$ cat src/rtl/stb_drain_ctrl.sv
// stb_drain_ctrl
//   Store-buffer drain controller and D-cache port arbiter. It pops committed
//   stores from the store-buffer head and shares the single D-cache request
//   port with LSU loads. Loads have priority, bounded by a starvation limit,
//   a full-buffer override and a flush request. Only one request/ack
//   transaction is outstanding at a time.
//
// Optional feature macro: STB_CTRL_RAW_CHECK_EN
//   When defined, a load whose address matches the store-buffer head address
//   forces the head store to drain first (read-after-write ordering).
//
// Ports
//   clk, rst                     clock, synchronous active-high reset
//   stb_empty, stb_full          store-buffer status
//   stb2ctrl_addr/wdata/sel_byte head entry (combinational from the FIFO)
//   stb_rd_en                    pop strobe, high in the store ack cycle
//   lsu2ctrl_ld_req/ld_addr      load request, held until ctrl2lsu_ld_ack
//   ctrl2lsu_ld_ack/ld_rdata     load completion pulse and data
//   lsu2ctrl_flush               flush request pulse
//   ctrl2lsu_flush_done          flush completion pulse
//   ctrl2dcache_*                D-cache request fields
//   dcache2ctrl_ack/rdata        D-cache acknowledge and load data
//
// state  | meaning
// IDLE   | no transaction; arbitration evaluated here
// ST_REQ | store request presented, waiting for D-cache ack
// LD_REQ | load request presented, waiting for D-cache ack
module stb_drain_ctrl #(
  parameter int ADDR_W        = 8,
  parameter int DATA_W        = 16,
  parameter int SEL_W         = 4,
  parameter int LD_STARVE_MAX = 4
) (
  input  logic              clk,
  input  logic              rst,
  input  logic              stb_empty,
  input  logic              stb_full,
  input  logic [ADDR_W-1:0] stb2ctrl_addr,
  input  logic [DATA_W-1:0] stb2ctrl_wdata,
  input  logic [SEL_W-1:0]  stb2ctrl_sel_byte,
  output logic              stb_rd_en,
  input  logic              lsu2ctrl_ld_req,
  input  logic [ADDR_W-1:0] lsu2ctrl_ld_addr,
  output logic              ctrl2lsu_ld_ack,
  output logic [DATA_W-1:0] ctrl2lsu_ld_rdata,
  input  logic              lsu2ctrl_flush,
  output logic              ctrl2lsu_flush_done,
  output logic              ctrl2dcache_req,
  output logic              ctrl2dcache_wr,
  output logic [ADDR_W-1:0] ctrl2dcache_addr,
  output logic [DATA_W-1:0] ctrl2dcache_wdata,
  output logic [SEL_W-1:0]  ctrl2dcache_sel_byte,
  input  logic              dcache2ctrl_ack,
  input  logic [DATA_W-1:0] dcache2ctrl_rdata
);

  typedef enum logic [1:0] {
    IDLE   = 2'd0,
    ST_REQ = 2'd1,
    LD_REQ = 2'd2
  } state_t;

  localparam logic [3:0] STARVE_MAX = 4'(LD_STARVE_MAX);

  state_t              state_q;
  logic [3:0]          starve_cnt_q, starve_cnt_d;
  logic                flush_pending_q, flush_pending_d;
  logic                req_q, wr_q;
  logic [ADDR_W-1:0]   addr_q;
  logic [DATA_W-1:0]   wdata_q;
  logic [SEL_W-1:0]    sel_q;
  logic                ld_ack_q;
  logic [DATA_W-1:0]   ld_rdata_q;

  logic raw_hit, ld_ok, grant_st, grant_ld, flush_done;

`ifdef STB_CTRL_RAW_CHECK_EN
  assign raw_hit = lsu2ctrl_ld_req && !stb_empty && (lsu2ctrl_ld_addr == stb2ctrl_addr);
`else
  assign raw_hit = 1'b0;
`endif

  assign ld_ok = lsu2ctrl_ld_req && !flush_pending_q;

  // Priority-ordered grant; only meaningful while IDLE.
  always_comb begin
    grant_st = 1'b0;
    grant_ld = 1'b0;
    if (state_q == IDLE) begin
      if (flush_pending_q && !stb_empty)                           grant_st = 1'b1;
      else if (stb_full)                                           grant_st = 1'b1;
      else if (raw_hit)                                            grant_st = 1'b1;
      else if (ld_ok && (stb_empty || starve_cnt_q < STARVE_MAX))  grant_ld = 1'b1;
      else if (!stb_empty)                                         grant_st = 1'b1;
      else if (ld_ok)                                              grant_ld = 1'b1;
    end
  end

  // Gated by rst so a reset landing on an ack cycle neither pops nor
  // reports a completed flush.
  assign flush_done = !rst && flush_pending_q && (state_q == IDLE) && stb_empty;
  assign stb_rd_en  = !rst && (state_q == ST_REQ) && dcache2ctrl_ack;

  always_comb begin
    starve_cnt_d = starve_cnt_q;
    if (stb_empty || grant_st)
      starve_cnt_d = 4'd0;
    else if (grant_ld && starve_cnt_q != 4'hF)
      starve_cnt_d = starve_cnt_q + 4'd1;

    // A pulse arriving in the completion cycle is absorbed by that flush.
    flush_pending_d = flush_done ? 1'b0 : (flush_pending_q | lsu2ctrl_flush);
  end

  always_ff @(posedge clk) begin
    if (rst) begin
      state_q         <= IDLE;
      starve_cnt_q    <= 4'd0;
      flush_pending_q <= 1'b0;
      req_q           <= 1'b0;
      wr_q            <= 1'b0;
      addr_q          <= '0;
      wdata_q         <= '0;
      sel_q           <= '0;
      ld_ack_q        <= 1'b0;
      ld_rdata_q      <= '0;
    end else begin
      starve_cnt_q    <= starve_cnt_d;
      flush_pending_q <= flush_pending_d;
      ld_ack_q        <= 1'b0;
      case (state_q)
        IDLE: begin
          if (grant_st) begin
            state_q <= ST_REQ;
            req_q   <= 1'b1;
            wr_q    <= 1'b1;
            addr_q  <= stb2ctrl_addr;
            wdata_q <= stb2ctrl_wdata;
            sel_q   <= stb2ctrl_sel_byte;
          end else if (grant_ld) begin
            state_q <= LD_REQ;
            req_q   <= 1'b1;
            wr_q    <= 1'b0;
            addr_q  <= lsu2ctrl_ld_addr;
            wdata_q <= '0;
            sel_q   <= '0;
          end
        end
        ST_REQ, LD_REQ: begin
          if (dcache2ctrl_ack) begin
            state_q <= IDLE;
            req_q   <= 1'b0;
            wr_q    <= 1'b0;
            addr_q  <= '0;
            wdata_q <= '0;
            sel_q   <= '0;
            if (state_q == LD_REQ) begin
              ld_ack_q   <= 1'b1;
              ld_rdata_q <= dcache2ctrl_rdata;
            end
          end
        end
        default: begin
          state_q <= IDLE;
          req_q   <= 1'b0;
        end
      endcase
    end
  end

  assign ctrl2dcache_req      = req_q;
  assign ctrl2dcache_wr       = wr_q;
  assign ctrl2dcache_addr     = addr_q;
  assign ctrl2dcache_wdata    = wdata_q;
  assign ctrl2dcache_sel_byte = sel_q;
  assign ctrl2lsu_ld_ack      = ld_ack_q;
  assign ctrl2lsu_ld_rdata    = ld_rdata_q;
  assign ctrl2lsu_flush_done  = flush_done;

endmodule
$ cat config.mk
export PLATFORM = sky130hd
export DESIGN_NAME = stb_drain_ctrl
export DESIGN_NICKNAME = d
export VERILOG_FILES = /design/src/rtl/stb_drain_ctrl.sv
export SDC_FILE = /design/constraint.sdc
export NUM_CORES = 1
export LEC_CHECK = 0
export BUFFER_PORTS_ARGS = -buffer_cell sky130_fd_sc_hd__buf_2
export CORE_MARGIN = 2
export CORE_UTILIZATION = 40
export DETAILED_ROUTE_END_ITERATION = 10
export PLACE_DENSITY_LB_ADDON = 0.08
export SLEW_MARGIN = 0
export SYNTH_ARGS = -nofsm -noshare
export SYNTH_HDL_FRONTEND = slang
export SYNTH_SLANG_ARGS = --single-unit
$ cat constraint.sdc
create_clock -name clk -period 1.9 [get_ports clk]
set_input_delay 0.57 -clock clk [delete_from_list [all_inputs] [get_ports clk]]
set_output_delay 0.57 -clock clk [all_outputs]
set_load 0.005 [all_outputs]
# Word level (Yosys, flattened, before mapping)
# Cells that the tools add are included.
# op_classes
n_addsub	1
n_mul	0
div	0
magnitude_cmp	1
eq_ne	5
n_shift	0
muxes	35
n_bitwise	3
reduce_logical	23
# ops
operator	count
$mux W16	3
$pmux W16 S2	1
$mux W8	3
$mux W1	17
$pmux W8 S2	1
$mux W4	3
$logic_and A1 B1 Y1	9
$pmux W4 S2	1
$mux W2	3
$reduce_and A3 Y1	2
$reduce_or A2 Y1	3
$add A4 B1 Y4 const B	1
$lt A4 B3 Y1 const B	1
$ne A4 B4 Y1 const B	1
$pmux W1 S2	2
$pmux W2 S2	1
$logic_not A1 Y1	3
$ne A3 B3 Y1 const B	1
$reduce_or A3 Y1	1
$eq A2 B1 Y1 const B	1
$eq A2 B2 Y1 const B	1
$logic_not A2 Y1	1
$logic_or A1 B1 Y1	2
$ne A2 B2 Y1 const B	1
other kinds (4)	5
# totals
reg_bits	54
latchBits	0
ramBits	0
mem_bits_ro	0
memories	0

# Longest topological paths before layout
# Gate-level depths: netlist of run 1.
# depth
word_depth	11
ltp_mapped	8
mapped_depth_nobuf	6

# Worst setup path before layout of run 1
# No wires, ideal clock.
# synth_timing
kind	reg-to-reg
start	register state_q[0]
end	register sel_q[3] (netlist: ctrl2dcache_sel_byte[3])
t_arrival_ps	1695
required_time_ps	1783
path_slack_ps	88
path_stages_with_launch	9
n_path_buf	2
cell_sequence	dfxtp_1 inv_1 ha_1 buf_2 nor2b_1 a311oi_4 nor2_4 buf_6 a22o_1
# synth_between
elab_chain_cells	4
elab_cells_between_ends	12
classes_between	4 x eq/ne; 4 x mux; 4 x reduce/logical
# synth_rtl
element	line	source
from (decl)	65	state_t state_q;
from (signal assigned)	117	state_q <= IDLE;
from (signal assigned)	134	state_q <= ST_REQ;
from (signal assigned)	141	state_q <= LD_REQ;
$eq A2 B1 Y1 (tied with other cells)	131	case (state_q)
$reduce_or A2 Y1 or $mux W1 (tied branches)	131, 89	
$ne A2 B2 Y1 (no source line) (tied with other cells)	n/a	
$reduce_and A3 Y1 (no source line) or $pmux W4 S2 (tied branches)	n/a	
to (signal assigned)	139	sel_q <= stb2ctrl_sel_byte;
to (decl)	71	logic [SEL_W-1:0] sel_q;
# Parallel ways exist; a longest one is shown, timed or not.
# A chain may end at the register's enable or synchronous reset.

# Final worst setup path of run 1
# layout_timing
start	register state_q[0]
end	output port ctrl2lsu_flush_done
# layout_between
elab_chain_cells	3
# layout_rtl
element	line	source
$logic_not A2 Y1	101	assign flush_done = !rst && flush_pending_q && (state_q == IDLE) && stb_empty;
$logic_and A1 B1 Y1 (2 in a row)	101	
to (decl)	47	output logic ctrl2lsu_flush_done,
# No other way between the ends.

==> metrics, run 1 <==
status=finished clean; Synthesized Nets=273; Period minus WS final=1.84 ns; CP Capture Type=output pin; worst reg2reg path depth=6; post-route setup slack=0.0590 ns; DRC viols=0; cell count after synthesis=between 200 and 250; cell taking the most area after synthesis=dfxtp_1; Synth cell types=35; DP Worst Slack=-0.263 ns; Layout Nets=394; Yosys Warn Count=0; Post-Syn Area=approximately 2100 um^2; register area share after synthesis=50.6%; Post-synth EDFFs=0; Overflow after GRT=0; register bit total from synthesis=54; Avg Cell Area, Syn=10.2 um^2; crit share post-route=96.9%; Synth top area share=just over 50%; Post-DRT Antenna Nets=0; Setup Viol. Count Final=0; initial antenna violation count=0; number of global-route vias before repair=around 1.8k; first-pass iteration count of the detailed router=4; Clk pin slew, worst setup/hold paths=0.08 ns; Critical Path End=ctrl2lsu_flush_done; Layout Skew=between 0.01 and 0.015 ns; slowest CP cell=dfxtp_2; die area=5940 um^2; Final Hold Vio Count=0; average wire per cell in the routed design=around 13 um; DP Area=2790 um^2; Crit Reg-Reg Startpoint=state_q[1]$_SDFFE_PP0P_; max cap viols=0; CTS sink cnt=54; hold_buf cts=0; critical path buffer and inverter count=3; largest net degree at the start of global routing=29; Layout fillers=between 500 and 600; ys flop type=dfxtp_1; Placement Rows=26; TritonCTS clock tree=built; crit-path cells=inv_2, ha_4, nand2b_4, buf_6, nor2_4, buf_2; GP Congestion=0.781; R2R Setup Slk=0.12 ns; Async SR Flop Fraction=0%; Die Span X=77.1 um; Slew headroom=39.9%; Crit path depth=6; share of layout cells above drive strength 1=about 45%; CTS buffer count=5; H-tree Lvls=2; dpl cells=391; worst path arrival time=1.27 ns; Slew @ Worst Pin=0.894 ns; Die H=slightly below 80 um; Core Util, Final=58.0%; Synth area leaders=dfxtp_1, a22o_1, nand2_1; Setup crit start=state_q[0]$_SDFFE_PP0P_; via count=approximately 2.0k; clock tree buffer depth=2; core box area=5140 um^2; GRT Overall Usage=17.0%; power per cell area=888 nW/um^2; Vias/cell=4.87; VDD IR max=0.572 mV; RR Endpoint=ctrl2dcache_sel_byte[0]$_SDFFE_PP0P_; Setup TNS=0 ns; Ports=between 100 and 150; ANT cells=0; Root Buffer Master=clkbuf_8; Crit path max-delay family=flip-flops; Initial Util=41.5%; startpoint types=flop; clock latency on the worst-skew pair=about 0.31 ns; Leak Pwr=1.41 nW; Buffers on Ports=107; detailed-route wire length=5350 um; Area Growth Syn to Fin=39.7%; max incr delay on CP=around 0.33 ns; Max Slew Vio Count=0; f_max=0.543 GHz; DP Wirelength=3660 um; first-pass GRT wire length=8110 um; crit-path max FO=3; DR iter-0 viols=51; worst min path class=reg2reg; WS Path Type=reg2out; non-filler cells, final=402; Critical Path RT=1.33 ns; Final Cell Area=slightly below 3000 um^2
state kept, by name, summed over array words and instances, names as in the netlist:
name / cells
starve_cnt_q: 4
ctrl2dcache_req: 1
state_q: 2
flush_pending_q: 1
ctrl2dcache_sel_byte: 4
ctrl2lsu_ld_rdata: 16
ctrl2dcache_wdata: 16
ctrl2dcache_addr: 8
ctrl2dcache_wr: 1
ctrl2lsu_ld_ack: 1
logic make-up after synthesis:
| family | after synthesis | synth area share [%] |
|---|---|---|
| DFF | 54 | 50.6 |
| buffers and inverters | 16 | 4.81 |
| muxes | 8 | 3.75 |
| AOI/OAI and AO/OA | 58 | 21.9 |
| and+or+nand+nor | 70 | 16.5 |
| adders and majority gates | 4 | 2.34 |
layer usage:
metal	track usage, %	part of all wire, %	up-vias
met5	0	0	-
met4	5.00	1.0	0
met3	5.29	7.1	6
met2	29.6	48	72
met1	20.2	43	886
li1	-	-	994
Yosys cell counts (all sizes together), types with 2 or more instances:
cell and instances:
mux2i 8, nand2 39, a21oi 20, inv 3, nand2b 4, buf 9, and3 2, nand3 4
nor3 4, o2bb2ai 8, a22o 20, clkbuf 4, nand4 2, nor2 10, ha 4, dfxtp 54
nor2b 2
stage by stage:
step           power (mW)  hold WS, ns
3_5_place_dp         1.81        0.443
4_1_cts              2.65        0.457
2_1_floorplan        1.59        0.443
3_3_place_gp         1.81        0.438
5_1_grt              2.78        0.456
6_report             2.65        0.455
layout make-up:
type	instances	area, um^2	share of cell area (%)
multi-input combinational	142	1000	33.6
sequential	54	1080	36.3
timing repair buffer	125	678	22.7
tap	70	87.6	2.94
inverter	3	11.3	0.378
clock buffer	6	82.6	2.77
clock inverter	2	38.8	1.30
cells in the final DEF, fill, tap and decap left out, drive strengths merged, types with 4 or more instances in the layout:
| master | instances |
|---|---|
| inv | 4 |
| ha | 4 |
| dfxtp | 54 |
| mux2i | 8 |
| nand3 | 4 |
| clkbuf | 6 |
| nor2 | 11 |
| a21oi | 20 |
| buf | 125 |
| a22o | 20 |
| nor3 | 4 |
| nand2 | 39 |
| o2bb2ai | 8 |
| nand2b | 4 |
worst min-delay path by stage:
stage	startpoint	endpoint	slack, ns	cells after the start
finish	ctrl2lsu_ld_rdata[0]$_SDFFE_PP0P_	ctrl2lsu_ld_rdata[0]$_SDFFE_PP0P_	0.45	2
floorplan	starve_cnt_q[1]$_SDFFE_PP0P_	starve_cnt_q[1]$_SDFFE_PP0P_	0.44	2
detailed placement	ctrl2dcache_addr[1]$_SDFFE_PP0P_	ctrl2dcache_addr[1]$_SDFFE_PP0P_	0.44	1
CTS	ctrl2lsu_ld_rdata[0]$_SDFFE_PP0P_	ctrl2lsu_ld_rdata[0]$_SDFFE_PP0P_	0.46	2
global placement	ctrl2lsu_ld_rdata[3]$_SDFFE_PP0P_	ctrl2lsu_ld_rdata[3]$_SDFFE_PP0P_	0.44	2
global route	stb2ctrl_wdata[15]	ctrl2dcache_wdata[15]$_SDFFE_PP0P_	0.46	2
where the power goes:
| part | internal [mW] | leakage (nW) | switching, mW |
|---|---|---|---|
| clock network | 0.434 | 0.0618 | 0.376 |
| registers | 1.22 | 0.440 | 0.0440 |
| logic | 0.285 | 0.906 | 0.288 |
what timing repair did:
action,CTS,global route
setup endpoints to repair,29,29
buffers inserted,0,1
endpoints found under the hold margin,0,0
pin swaps,4,4
gates cloned,1,1
resized for setup,7,4
worst reg2reg max path, delay by kind of cell (launching register included):
family | cells | cell delay, ns
flops | 1 | 0.35
buf+inv | 1 | 0.06
compound gates | 2 | 0.69
fa+ha+maj | 1 | 0.32
simple gates | 2 | 0.26
(Power assumes the default switching activity.)
==> inputs of run 2 (changes only) <==
--- a/config.mk
+++ b/config.mk
@@ -8,8 +8,9 @@
 export BUFFER_PORTS_ARGS = -buffer_cell sky130_fd_sc_hd__buf_2
 export CORE_MARGIN = 2
 export CORE_UTILIZATION = 40
+export CTS_CLUSTER_DIAMETER = 80
 export DETAILED_ROUTE_END_ITERATION = 10
-export PLACE_DENSITY_LB_ADDON = 0.08
+export PLACE_DENSITY = 0.74
 export SLEW_MARGIN = 0
 export SYNTH_ARGS = -nofsm -noshare
 export SYNTH_HDL_FRONTEND = slang
==> metrics, run 2 (synthesis gave the netlist of run 1 again) <==
Setup Viol. Count Final=0; Die H=77.1 um; Post-DRT Antenna Nets=0; status=finished clean; max cap viols=0; Ports=108; Layout Skew=0.00564 ns; clock latency on the worst-skew pair=approximately 0.3 ns; crit-path cells=inv_2, buf_4, ha_1, nand2_1, nor2_1, buf_2; WS Path Type=reg2out; CP Capture Type=output pin; DR iter-0 viols=60; crit-path max FO=2; hold_sp=ctrl2lsu_ld_rdata[8]$_SDFFE_PP0P_; f_max=0.555 GHz; Initial Util=41.5%; DP Worst Slack=-0.226 ns; max incr delay on CP=0.35 ns; detailed-route wire length=5300 um; Critical Path RT=roughly 1.3 ns; Slew @ Worst Pin=0.898 ns; Placement Rows=26; most frequent cells in the layout=buf_2, dfxtp_1, nand2_1; clock tree buffer depth=2; Final Hold Vio Count=0; Slew headroom=39.6%; core box area=5140 um^2; number of setup buffers added after CTS=0; share of layout cells above drive strength 1=between 40% and 50%; Buffers on Ports=107; register area=between 1000 and 1500 um^2; hold_ws=0.456 ns; area of the multi-input gates=1000 um^2; VDD IR max=0.445 mV; Die Span X=77.1 um; Worst Hold End=ctrl2lsu_ld_rdata[8]$_SDFFE_PP0P_; Area Growth Syn to Fin=37.6%; Crit path max-delay family=flip-flops; ANT cells=0; crit share post-route=approximately 95%; average wire per cell in the routed design=13.2 um; Clk pin slew, worst setup/hold paths=0.10 ns; via count=approximately 2.0k; CTS buffer count=5; Period minus WS final=1.80 ns; GP Congestion=0.825; post-route setup slack=0.0982 ns; Leak Pwr=1.39 nW; DP Wirelength=3720 um; CTS sink cnt=54; slowest CP cell=dfxtp_2; largest net degree at the start of global routing=29; hold_buf cts=0; total power=2.49 mW; commonest non-fill, non-tap cell in the layout=buf_2; RR Endpoint=ctrl2dcache_wdata[0]$_SDFFE_PP0P_; power per cell area=around 850 nW/um^2; startpoint types=flop; worst path arrival time=1.23 ns; Setup crit start=state_q[1]$_SDFFE_PP0P_; first-pass iteration count of the detailed router=4; Setup TNS=0 ns; Overflow after GRT=0; critical path buffer and inverter count=3; TritonCTS clock tree=built; number of global-route vias before repair=1797; RSZ-0062 raised after global routing=false; GRT Overall Usage=17.0%; Layout fillers=around 470; DRC viols=0; Root Buffer Master=clkbuf_8; Vias/cell=4.94; Layout Nets=a little under 400; H-tree Lvls=2; Hold Crit Depth=2; worst min path class=reg2reg; first-pass GRT wire length=between 8000 and 9000 um; Max Slew Vio Count=0; Core Util, Final=57.2%; worst reg2reg path depth=5; Crit Reg-Reg Startpoint=state_q[1]$_SDFFE_PP0P_; initial antenna violation count=0; die area=5940 um^2; R2R Setup Slk=0.11 ns
==> run 2: cell types whose count changed in the layout (fill, tap and decap cells not counted), sizes merged <==
cell,change
inv,+1
clkinv,+1
clkbuf,-1
buf,-2
bufinv,-1
==> run 2: worst register-to-register path: cells and delay by family, from the launching register on <==
| kind | cells | cell delay, ns |
|---|---|---|
| AND/OR/NAND/NOR | 2 | 0.91 |
| AO/OA/AOI/OAI | 1 | 0.26 |
| buffers and inverters | 1 | 0.08 |
| adder cells (fa/ha/maj) | 1 | 0.16 |
| flip-flops | 1 | 0.34 |
==> run 2: per-stage QoR <==
step,std cells,cell area (um^2)
2_1_floorplan,210,2130
3_3_place_gp,391,2790
3_5_place_dp,391,2790
4_1_cts,399,2910
5_1_grt,400,2940
6_report,400,2940
==> run 2: cell type report <==
cell class | count | share of cell area [%]
well taps | 70 | 2.98
flip-flops and latches | 54 | 36.9
clock inverters | 3 | 0.980
inverters | 3 | 0.383
repair buffers | 123 | 22.3
multi-input cells | 142 | 34.1
clock buffers | 5 | 2.34
==> run 2: where the power goes <==
| group | switching [mW] | internal [mW] |
|---|---|---|
| Clock | 0.397 | 0.276 |
| Sequential | 0.0457 | 1.22 |
| Combinational | 0.278 | 0.277 |
==> run 2: repair_timing <==
action / in CTS / in global routing
resized for setup: 6 / 4
endpoints found under the setup margin: 29 / 29
cloned: 0 / 2
pin swaps: 0 / 3
hold endpoints to repair: 0 / 0
==> run 2: how the worst max path moves through the flow <==
| stage | to | depth (start not counted) |
|---|---|---|
| 4_1_cts | ctrl2lsu_flush_done | 6 |
| 3_3_place_gp | ctrl2dcache_sel_byte[0]$_SDFFE_PP0P_ | 5 |
| 5_1_grt | stb_rd_en | 6 |
| 2_1_floorplan | ctrl2dcache_sel_byte[3]$_SDFFE_PP0P_ | 8 |
| 3_5_place_dp | ctrl2dcache_wdata[9]$_SDFFE_PP0P_ | 5 |
| 6_report | stb_rd_en | 6 |
==> run 2: per-layer routing <==
layer  routed length [um]  track usage [%]  vias to the layer above
met5                    0                0                        -
met3                  296             4.00                        6
met2                 2520             28.6                       68
li1                     -                -                      986
met1                 2420             21.3                      916
met4                   52             5.89                        0
